--- src/rtl/mac_result_drain.sv ---
// Snapshots the N x N MAC accumulators in one cycle and streams them row-major, one scaled/saturated
// element per beat; latency is one cycle from capture to first beat and stalls hold the beat stable.
module mac_result_drain #(
    parameter int N     = 4,
    parameter int ACC_W = 18,
    parameter int OUT_W = 8,
    parameter int SHIFT = 2
) (
    input  logic                    clk,
    input  logic                    reset,
    input  logic [N*N*ACC_W-1:0]    acc_in,
    input  logic                    acc_valid,
    output logic                    acc_ready,
    output logic [OUT_W-1:0]        out_data,
    output logic                    out_valid,
    input  logic                    out_ready,
    output logic [$clog2(N)-1:0]    out_row,
    output logic [$clog2(N)-1:0]    out_col,
    output logic                    out_last,
    output logic                    out_sat,
    output logic                    busy,
    output logic                    overrun,
    input  logic                    overrun_clr
);
    localparam int RW = $clog2(N);
    localparam int IW = $clog2(N * N);
    localparam logic [ACC_W-1:0] MAXV = ACC_W'((64'd1 << OUT_W) - 64'd1);

    typedef enum logic {IDLE, DRAIN} state_t;

    state_t             state;
    logic [ACC_W-1:0]   snap [N*N];
    logic               fire;
    logic               capture;
    logic               drop;
    logic               last_pos;
    logic [IW-1:0]      sel;
    logic [ACC_W-1:0]   cur;
    logic [ACC_W-1:0]   scaled;
    logic               sat;

    assign last_pos  = (out_row == RW'(N - 1)) && (out_col == RW'(N - 1));
    assign out_valid = (state == DRAIN);
    assign busy      = out_valid;
    assign fire      = out_valid & out_ready;
    assign out_last  = out_valid & last_pos;
    // A new matrix is accepted when idle or on the very beat that retires the old one.
    assign acc_ready = ~reset & ((state == IDLE) | (fire & last_pos));
    assign capture   = acc_valid & acc_ready;
    assign drop      = acc_valid & ~acc_ready;

    always_ff @(posedge clk or posedge reset) begin
        if (reset) begin
            state   <= IDLE;
            out_row <= '0;
            out_col <= '0;
            overrun <= 1'b0;
        end else begin
            if (capture) begin
                state   <= DRAIN;
                out_row <= '0;
                out_col <= '0;
            end else if (fire) begin
                if (last_pos) begin
                    state <= IDLE;
                end
                if (out_col == RW'(N - 1)) begin
                    out_col <= '0;
                    out_row <= last_pos ? '0 : out_row + 1'b1;
                end else begin
                    out_col <= out_col + 1'b1;
                end
            end
            if (drop) begin
                overrun <= 1'b1;
            end else if (overrun_clr) begin
                overrun <= 1'b0;
            end
        end
    end

    // Snapshot contents are don't-care out of reset, so they carry no reset.
    always_ff @(posedge clk) begin
        if (capture) begin
            for (int i = 0; i < N * N; i++) begin
                snap[i] <= acc_in[i*ACC_W +: ACC_W];
            end
        end
    end

    assign sel    = IW'(out_row) * IW'(N) + IW'(out_col);
    assign cur    = snap[sel];
    assign scaled = cur >> SHIFT;
    assign sat    = (scaled > MAXV);

    // Gated by out_valid so the outputs read zero while idle or in reset.
    assign out_data = !out_valid ? '0 : (sat ? '1 : scaled[OUT_W-1:0]);
    assign out_sat  = out_valid & sat;

endmodule

--- config.mk ---
export PLATFORM = sky130hd
export DESIGN_NAME = mac_result_drain
export DESIGN_NICKNAME = d
export VERILOG_FILES = /design/src/rtl/mac_result_drain.sv
export SDC_FILE = /design/constraint.sdc
export NUM_CORES = 1
export LEC_CHECK = 0
export CAP_MARGIN = 20
export CORE_MARGIN = 8
export CORE_UTILIZATION = 49
export CTS_CLUSTER_DIAMETER = 200
export DETAILED_ROUTE_END_ITERATION = 10
export GPL_TIMING_DRIVEN = 1
export MAX_ROUTING_LAYER = met4
export PLACE_DENSITY = 0.83
export SLEW_MARGIN = 20
export SYNTH_ARGS = -nofsm -noshare
export SYNTH_HDL_FRONTEND = slang
export SYNTH_SLANG_ARGS = --single-unit
--- constraint.sdc ---
create_clock -name clk -period 23.1 [get_ports clk]
set_input_delay 2.31 -clock clk [delete_from_list [all_inputs] [get_ports clk]]
set_output_delay 2.31 -clock clk [all_outputs]
set_load 0.02 [all_outputs]
# Yosys cells after proc, flatten, opt, wreduce, memory -nomap -nowiden
# Memories as Yosys holds them, arrays and structs flattened.
# Index checks and enable logic that the tools add are counted.
# totals
regBits,6
ramBits,288
in_bits,293
out_inout_bits,18
elab_cells,45
memories,1
# op_classes
add_sub_neg,3
order_cmp,1
n_eq_ne,2
mux,16
bitwise,11
reduce_logical,7
# mem_list
memory,depth,word_bits,rd,rd_ports_with_merged_regs,wr,line_no,rtl
snap,16,18,1,0,16,32,logic [ACC_W-1:0] snap [N*N];
# ops
operator,count
"greater-than comparator 16 x 8 -> 1 bit, second input constant",1
2-to-1 mux 8 bit,2
2-to-1 mux 2 bit,7
nonzero test 2 bit,4
bitwise AND 1 bit,7
2-to-1 mux 1 bit,7
"adder 2 x 1 -> 2 bit, second input constant",2
adder 4 x 2 -> 4 bit,1
"== test 2 bit, second input constant",2
AND reduction 2 bit,2
NOT 1 bit,3
logical AND 1 bit,1
OR 1 bit,1

# Depth between registers and ports, before layout
# Gate-level depths: netlist of the first run.
# depth
ltp_word,8
ltp_mapped,7
ltp_nobuf,6

# Worst setup path after synthesis of the first run
# No wires, ideal clock.
# synth_path
kind,input port to flip-flop
startpoint,in out_ready
endpoint,mem snap[0][10] (enable)
setup_ps,719
arrival_ps,10066
required_ps,22381
setup_slack_ps,12316
stages,4
n_path_buf,1
path_cell_list,nand3_1 a21oi_1 and2_1 clkbuf_1
# synth_lines
item,line_no,rtl
from (decl),16,"input logic out_ready,"
to (decl),32,

# Worst setup path after layout of the first run
# layout_path
startpoint,in out_ready
endpoint,out acc_ready
# layout_between
elab_chain_len,4
# layout_lines
item,line_no,rtl
bitwise AND 1 bit,45,assign fire = out_valid & out_ready;
bitwise AND 1 bit,48,assign acc_ready = ~reset & ((state == IDLE) | (fire & last_pos));
OR 1 bit,48,
bitwise AND 1 bit,48,
to (decl),13,"output logic acc_ready,"
# Every way passes these cells.

==> impl_metrics.ini, run 1 <==
[synth]
synth.yosys.seq_area_share = 0.823
synthTopCellsByArea = edfxtp_1 (81%), mux4_2 (3.8%), mux2i_1 (3.5%)
synth_nets = 771
synth_edf_count = 256
synth.cell_area_sq_mm = 0.00952
ys_types = 38
yosys.area.top_type = edfxtp_1
synth_cells = 476
synth_area_per_cell_sq_um = 20.0
ys_ff_latch = 262
yosys_warnings = 0
synth-main-ff-cell = edfxtp_1
synth_top_area_frac = 0.807
async_flop_share = 0.0229

[sta]
setup_viol = 0
min_period_ns = 6.27
fin_crit_sh = 0.272
max_freq_mhz = 159
tns_ns = 0
finClkSkew_ns = 0.00660
rsz0062_at_grt = no
worst_pin_slew_ns = 1.04
slew_violations = 0
slew_headroom = 0.304
hold_viol_final = 0

[grt]
overflow = 0
grt_pass1_wl_um = 34500
grt_pass1_vias = 6251
grt_max_degree = 97
antenna_found_initial = 0
grt_util_all_layers = 0.194

[clock_network]
ctsHtreeMaxLevel = 1
worstSkewPairLatency_ns = 0.51
root_buffer = clkbuf_16
hold_buffers = 0
cts_buffers = 27
postCtsSetupBuffers = 0
cts.clk_slew.worst_paths_ns = 0.06
tritoncts = yes
cts_max_path_buffers = 3
cts_sinks = 262
ctsResizeCount = 0

[die]
row_count = 51
core-area_sq_mm = 0.0193
start_util = 0.494
die_area_sq_mm = 0.0242
chipHeight_um = 155
die_w_um = 155
io_pins = 311

[finish]
num-fill-cells = 1280
multi_input_area_sq_mm = 0.00158
area_growth_pct = 40.2
fin_cells = 1051
nets = 1064
ff_latch_area_sq_mm = 0.00784
diodes = 0
drive_above_1_share = 0.0725

[placed_design]
place_inst = 1005
dp_hpwl_um = 17100
port_buffers = 278
place.gp.congestion = 0.861

[routing]
wl_um = 23300
drc = 0
vias = 5523
wire_per_inst_um = 22.2
postRouteAntennaNets = 0
via_per_inst = 5.25
first_pass_iters = 4
first_iter_violations = 357

[worst_setup_path]
reg2reg_slack_ns = 17.83
end_kind = output pin
crit_fanout = 4
startpoint_type = input port
r2r-end = snap[12][14]
crit_type = in -> out
required_ns = 20.79
reg2reg_depth = 7
regToRegStartpoint = out_col[0]
cp.arrival_ns = 3.96

[power]
switching_power_uw = 333
internal_power_uw = 912
p_leak_uw = 0.00437
power.density_mw_per_mm2 = 93.2
pwr-share-clk = 0.305
combPwrFrac = 0.229
vdd_drop_max_mv = 0.0568
seq_power_share = 0.466
swShare = 0.267

[job]
max_cap_viol_count = 0

[status]
status = completed

[min_path]
hp-class = reg -> reg
min_from = overrun
whs_path_depth = 2
whs_endpoint = overrun
[power by group through the flow]
stage	combinational [uW]	sequential [uW]	clock [uW]
CTS	288	582	388
detailed placement	287	591	0
global route	306	584	405
floorplan	170	595	0
finish	285	580	379
global placement	279	589	0
[sequential cells by signal, summed over array words and instances (netlist names)]
name,count
out_row,2
snap,256
busy,1
overrun,1
out_col,2
[cells by family after synthesis]
kind of cell / after synthesis / synth area share
buffers and inverters: 24 / 0.0117
flip-flops: 262 / 0.823
multiplexers: 49 / 0.0725
AND/OR/NAND/NOR: 87 / 0.0506
AO/OA/AOI/OAI: 52 / 0.0395
adder cells (fa/ha/maj): 2 / 0.00263
[worst max-delay path, cell delays in order]
cell and delay (ns):
clkdlybuf4s50_1 0.54, nand3_1 0.15, a21oi_1 0.28, clkdlybuf4s50_1 0.68
[routing by layer]
layer  global-route usage  wire length, um
met5                    -                0
met4               0.0642              738
met3               0.0416             1600
met2                0.335            12000
met1                0.223             9000
[cells in the final DEF, fill, tap and decap left out, drive strengths merged, types with 5 or more instances in the layout]
| cell | netlist | layout |
|---|---|---|
| buf | 14 | 5 |
| clkdlybuf4s50 | 0 | 278 |
| nand2 | 15 | 15 |
| a221oi | 9 | 9 |
| a21oi | 14 | 14 |
| o211ai | 10 | 10 |
| inv | 5 | 5 |
| clkbuf | 5 | 41 |
| nor2 | 8 | 8 |
| edfxtp | 256 | 256 |
| dfrtp | 6 | 6 |
| clkinv | 0 | 5 |
| nor4 | 27 | 27 |
| nand3 | 10 | 10 |
| mux4 | 16 | 16 |
| a211oi | 8 | 8 |
| mux2i | 33 | 33 |
| nor2b | 12 | 12 |
[final cells by class]
cell class / instances / share of cell area
Sequential cell: 262 / 0.587
Timing Repair Buffer: 283 / 0.211
Multi-Input combinational cell: 190 / 0.118
Clock buffer: 41 / 0.0553
Tap cell: 265 / 0.0248
Clock inverter: 5 / 0.00169
Inverter: 5 / 0.00141
[worst max-delay path by stage]
stage	from	end	slack (ns)
after floorplan	out_ready	snap[0][10]	12.32
after global placement	out_ready	snap[3][13]	16.67
after detailed placement	out_ready	snap[3][15]	16.44
after CTS	out_ready	acc_ready	16.81
after global routing	out_ready	acc_ready	16.73
final	out_ready	acc_ready	16.83
[synth_stat cells, types with 5 or more instances]
cell        n
a211oi_1    8
a21oi_1    14
a221oi_1    9
buf_2       7
dfrtp_1     6
edfxtp_1  256
inv_1       5
mux2i_1    33
mux4_2     16
nand2_1    15
nand3_1    10
nor2_1      8
nor2b_1    12
nor4_1     27
o211ai_1   10
[per-stage QoR]
stage | cell area [sq um] | utilization | setup WS, ns | hold WS [ns] | power [uW]
after global placement | 12600 | 0.653 | 16.67 | 0.527 | 868
after global routing | 13400 | 0.693 | 16.73 | 0.568 | 1300
after detailed placement | 12600 | 0.653 | 16.44 | 0.541 | 878
final | 13400 | 0.693 | 16.83 | 0.552 | 1240
after CTS | 13300 | 0.693 | 16.81 | 0.552 | 1260
after floorplan | 9520 | - | 12.32 | 0.616 | 764
(Power assumes the default switching activity.)
==> run 2: changes to the inputs <==
--- a/config.mk
+++ b/config.mk
@@ -7,12 +7,12 @@
 export LEC_CHECK = 0
 export CAP_MARGIN = 20
 export CORE_MARGIN = 8
-export CORE_UTILIZATION = 49
+export CORE_UTILIZATION = 46
 export CTS_CLUSTER_DIAMETER = 200
 export DETAILED_ROUTE_END_ITERATION = 10
 export GPL_TIMING_DRIVEN = 1
 export MAX_ROUTING_LAYER = met4
-export PLACE_DENSITY = 0.83
+export PLACE_DENSITY = 0.79
 export SLEW_MARGIN = 20
 export SYNTH_ARGS = -nofsm -noshare
 export SYNTH_HDL_FRONTEND = slang
==> constraint.sdc (replaced) <==
create_clock -name clk -period 6.2 [get_ports clk]
set_input_delay 0.62 -clock clk [delete_from_list [all_inputs] [get_ports clk]]
set_output_delay 0.62 -clock clk [all_outputs]
set_load 0.02 [all_outputs]
==> impl_metrics.ini, run 2 (synthesized netlist as in run 1, its figures left out) <==
[power]
switching_power_uw = 1250
power.density_mw_per_mm2 = 352
seq_power_share = 0.462
swShare = 0.262
internal_power_uw = 3500
pwr-share-clk = 0.321
p_leak_uw = 0.00442
total_power_uw = 4750
combPwrFrac = 0.217
vdd_drop_max_mv = 0.228

[finish]
area_growth_pct = 41.5
ff_latch_area_sq_mm = 0.00784
top_register = snap
drive_above_1_share = 0.0775
num-fill-cells = 1380
multi_input_area_sq_mm = 0.00158
nets = 1065
utilization = 0.664
mostFrequentLayoutCell = clkdlybuf4s50_1
largest_registers = snap (256), out_col (2), out_row (2)
layout_common_cells = clkdlybuf4s50_1 (278), edfxtp_1 (256), mux2i_1 (33)
largest_reg_flops = 256

[worst_setup_path]
crit_type = reg -> out
end_kind = output pin
r2r-end = snap[4][2]
crit_fanout = 39
cp-startpoint = out_col[0]
regToRegStartpoint = out_col[0]
reg2reg_slack_ns = 2.93
cp.arrival_ns = 3.78
required_ns = 5.58
startpoint_type = flop
reg2reg_depth = 6

[sta]
rsz0062_at_grt = no
finClkSkew_ns = 0.0141
slew_violations = 0
whs_ns = 0.375
slew_headroom = 0.531
fin_crit_sh = 0.709
hold_viol_final = 0
worst_pin_slew_ns = 0.702
setup_viol = 0
max_freq_mhz = 227
min_period_ns = 4.40
tns_ns = 0

[clock_network]
cts.clk_slew.worst_paths_ns = 0.06
worstSkewPairLatency_ns = 0.52
cts_max_path_buffers = 3
postCtsSetupBuffers = 0
root_buffer = clkbuf_16
cts_buffers = 27
tritoncts = yes
cts_sinks = 262
hold_buffers = 0
ctsResizeCount = 0
ctsHtreeMaxLevel = 1

[routing]
vias = 5574
via_per_inst = 5.27
first_iter_violations = 325
postRouteAntennaNets = 0
wl_um = 23000
first_pass_iters = 5
drc = 0
wire_per_inst_um = 21.7

[die]
chipHeight_um = 160
die_w_um = 160
die_area_sq_mm = 0.0256
core-area_sq_mm = 0.0203
io_pins = 311
start_util = 0.469
row_count = 52

[job]
max_cap_viol_count = 0

[placed_design]
dp_hpwl_um = 16900
place.gp.congestion = 0.836
port_buffers = 278

[grt]
grt_max_degree = 98
antenna_found_initial = 1
grt_pass1_vias = 6178
grt_pass1_wl_um = 34300
grt_util_all_layers = 0.178
overflow = 0

[status]
status = completed

[min_path]
hp-class = in -> async
==> run 2: cell count changes in the layout (fill, tap and decap cells not counted), sizes merged <==
cell,before,now
clkbuf,41,33
clkinv,5,9
bufinv,0,3
buf,5,6
diode,0,1
inv,5,6
==> run 2: routing by layer <==
metal,vias to the layer above,global-route usage,wire length (um)
met5,-,-,0
met4,0,0.0548,584
met3,46,0.0316,1360
met2,267,0.311,11900
met1,2724,0.206,9160
li1,2537,-,-
==> run 2: layout make-up <==
| class | count | share of cell area |
|---|---|---|
| Sequential cell | 262 | 0.582 |
| Timing Repair Buffer | 284 | 0.213 |
| Multi-Input combinational cell | 190 | 0.117 |
| Clock buffer | 33 | 0.0518 |
| Tap cell | 270 | 0.0251 |
| Clock inverter | 13 | 0.0101 |
| Inverter | 5 | 0.00139 |
| Antenna cell | 1 | 0.000186 |
==> run 2: power by group through the flow <==
stage | Clock, uW | Sequential (uW) | Combinational (uW)
floorplan | 0 | 2190 | 632
global placement | 0 | 2230 | 1010
detailed placement | 0 | 2240 | 1040
CTS | 1560 | 2200 | 1040
global route | 1630 | 2210 | 1110
finish | 1520 | 2190 | 1030
==> run 2: worst max-delay path by stage <==
| stage | to |
|---|---|
| 2_1_floorplan | snap[0][10] |
| 3_3_place_gp | out_data[1] |
| 3_5_place_dp | out_data[1] |
| 4_1_cts | out_data[1] |
| 5_1_grt | out_data[1] |
| 6_report | out_data[1] |
==> run 2: worst max-delay path: stages (launching register included) <==
cell             delay [ns]
dfrtp_4                0.83
buf_4                  0.56
o21ai_0                0.27
o211ai_1               0.42
o311ai_4               0.26
o211ai_1               0.17
clkdlybuf4s50_1        0.73
==> run 2: stage by stage <==
stage / cell area [sq um] / instances / setup slack, ns
2_1_floorplan: 9520 / 476 / 0.912
3_3_place_gp: 12600 / 1010 / 2.38
3_5_place_dp: 12600 / 1010 / 2.31
4_1_cts: 13500 / 1056 / 1.70
5_1_grt: 13500 / 1058 / 1.58
6_report: 13500 / 1058 / 1.80
==> run 3: changes to the inputs <==
==> constraint.sdc (replaced) <==
create_clock -name clk -period 4.57 [get_ports clk]
set_input_delay 0.457 -clock clk [delete_from_list [all_inputs] [get_ports clk]]
set_output_delay 0.457 -clock clk [all_outputs]
set_load 0.02 [all_outputs]
==> impl_metrics.ini, run 3 (synthesized netlist as in run 1, its figures left out) <==
[power]
combPwrFrac = 0.223
pwr-share-clk = 0.316
switching_power_uw = 1710
seq_power_share = 0.461
swShare = 0.267
vdd_drop_max_mv = 0.307
power.density_mw_per_mm2 = 476
internal_power_uw = 4690
p_leak_uw = 0.00443
total_power_uw = 6410

[finish]
diodes = 0
layout_common_cells = clkdlybuf4s50_1 (278), edfxtp_1 (256), mux2i_1 (33)
postLayoutCellArea_sq_mm = 0.0135
area_growth_pct = 41.4
largest_reg_flops = 256
nets = 1068
mostFrequentLayoutCell = clkdlybuf4s50_1
largest_registers = snap (256), out_col (2), out_row (2)
drive_above_1_share = 0.0807
top_register = snap

[grt]
antenna_found_initial = 0
grt_util_all_layers = 0.181
grt_pass1_wl_um = 34700
grt_max_degree = 75
overflow = 0
grt_pass1_vias = 6067

[worst_setup_path]
crit_type = reg -> out
startpoint_type = flop
r2r-end = snap[0][10]
reg2reg_depth = 6
crit_fanout = 32
required_ns = 4.11
cp.arrival_ns = 3.29
end_kind = output pin
cp-startpoint = out_col[0]
reg2reg_slack_ns = 1.53
regToRegStartpoint = out_col[1]

[routing]
wl_um = 23600
first_iter_violations = 271
postRouteAntennaNets = 0
vias = 5499
first_pass_iters = 4
drc = 0
via_per_inst = 5.17
wire_per_inst_um = 22.2

[sta]
worst_pin_slew_ns = 0.780
finClkSkew_ns = 0.00964
slew_headroom = 0.480
rsz0062_at_grt = no
setup_viol = 0
min_period_ns = 3.74
tns_ns = 0
slew_violations = 0
setup_slack_ns = 0.826
hold_viol_final = 0
fin_crit_sh = 0.819
max_freq_mhz = 267

[clock_network]
ctsResizeCount = 0
cts.clk_slew.worst_paths_ns = 0.06
ctsHtreeMaxLevel = 1
postCtsSetupBuffers = 0
cts_max_path_buffers = 3
hold_buffers = 0
root_buffer = clkbuf_16
worstSkewPairLatency_ns = 0.52
tritoncts = yes
cts_buffers = 27
cts_sinks = 262

[placed_design]
post_dp_cell_area_sq_mm = 0.0126
dp_hpwl_um = 17500
dp_slack_ns = 1.31
place.gp.congestion = 0.855
port_buffers = 278

[status]
status = completed

[min_path]
hp-class = in -> async

[die]
die_area_sq_mm = 0.0256
start_util = 0.469
chipHeight_um = 160
io_pins = 311
row_count = 52
die_w_um = 160
core-area_sq_mm = 0.0203

[job]
max_cap_viol_count = 0
## run 3: changes by cell type in the layout (fill, tap and decap cells not counted), sizes merged
cell,previous run,this run
buf,6,9
clkbuf,33,40
clkinv,9,6
inv,6,7
bufinv,3,1
diode,1,0
## run 3: how the worst max path moves through the flow
stage	cells after the start	endpoint	slack (ns)
after global routing	7	out_data[1]	0.57
final	6	out_data[4]	0.83
after floorplan	5	snap[0][10]	0.74
after global placement	7	out_data[1]	1.36
after CTS	7	out_data[1]	0.73
after detailed placement	7	out_data[1]	1.31
## run 3: final cells by class
class / instances / area (sq um)
clock buffers: 40 / 744
flip-flops and latches: 262 / 7840
fillers: 1385 / 6830
multi-input cells: 190 / 1580
repair buffers: 287 / 2880
clock inverters: 9 / 72.6
well taps: 270 / 338
inverters: 5 / 18.8
## run 3: per-stage QoR
step | util | instances | hold slack (ns)
2_1_floorplan | - | 476 | 0.248
3_3_place_gp | 0.623 | 1014 | 0.525
3_5_place_dp | 0.623 | 1014 | 0.536
4_1_cts | 0.663 | 1063 | 0.192
5_1_grt | 0.663 | 1063 | 0.207
6_report | 0.663 | 1063 | 0.208
## run 3: layer usage
layer  up-vias  global-route usage  part of all wire
met5         -                   -                 0
met4         0              0.0620             0.031
met3        53              0.0396             0.064
met2       238               0.310              0.51
met1      2661               0.208              0.40
li1       2547                   -                 -
## run 3: power groups by stage
stage          sequential, uW  clock, uW  combinational, uW
3_3_place_gp             2990          0               1410
6_report                 2950       2020               1430
2_1_floorplan            2960          0                858
3_5_place_dp             3010          0               1440
4_1_cts                  2960       2060               1450
5_1_grt                  2970       2160               1530
## run 3: worst max-delay path: stages, from the launching register on
cell and delay (ns):
dfrtp_4 0.74, buf_4 0.49, mux2i_1 0.16, a221oi_1 0.47, nand2_1 0.12, o211ai_1 0.12
clkdlybuf4s50_1 0.64
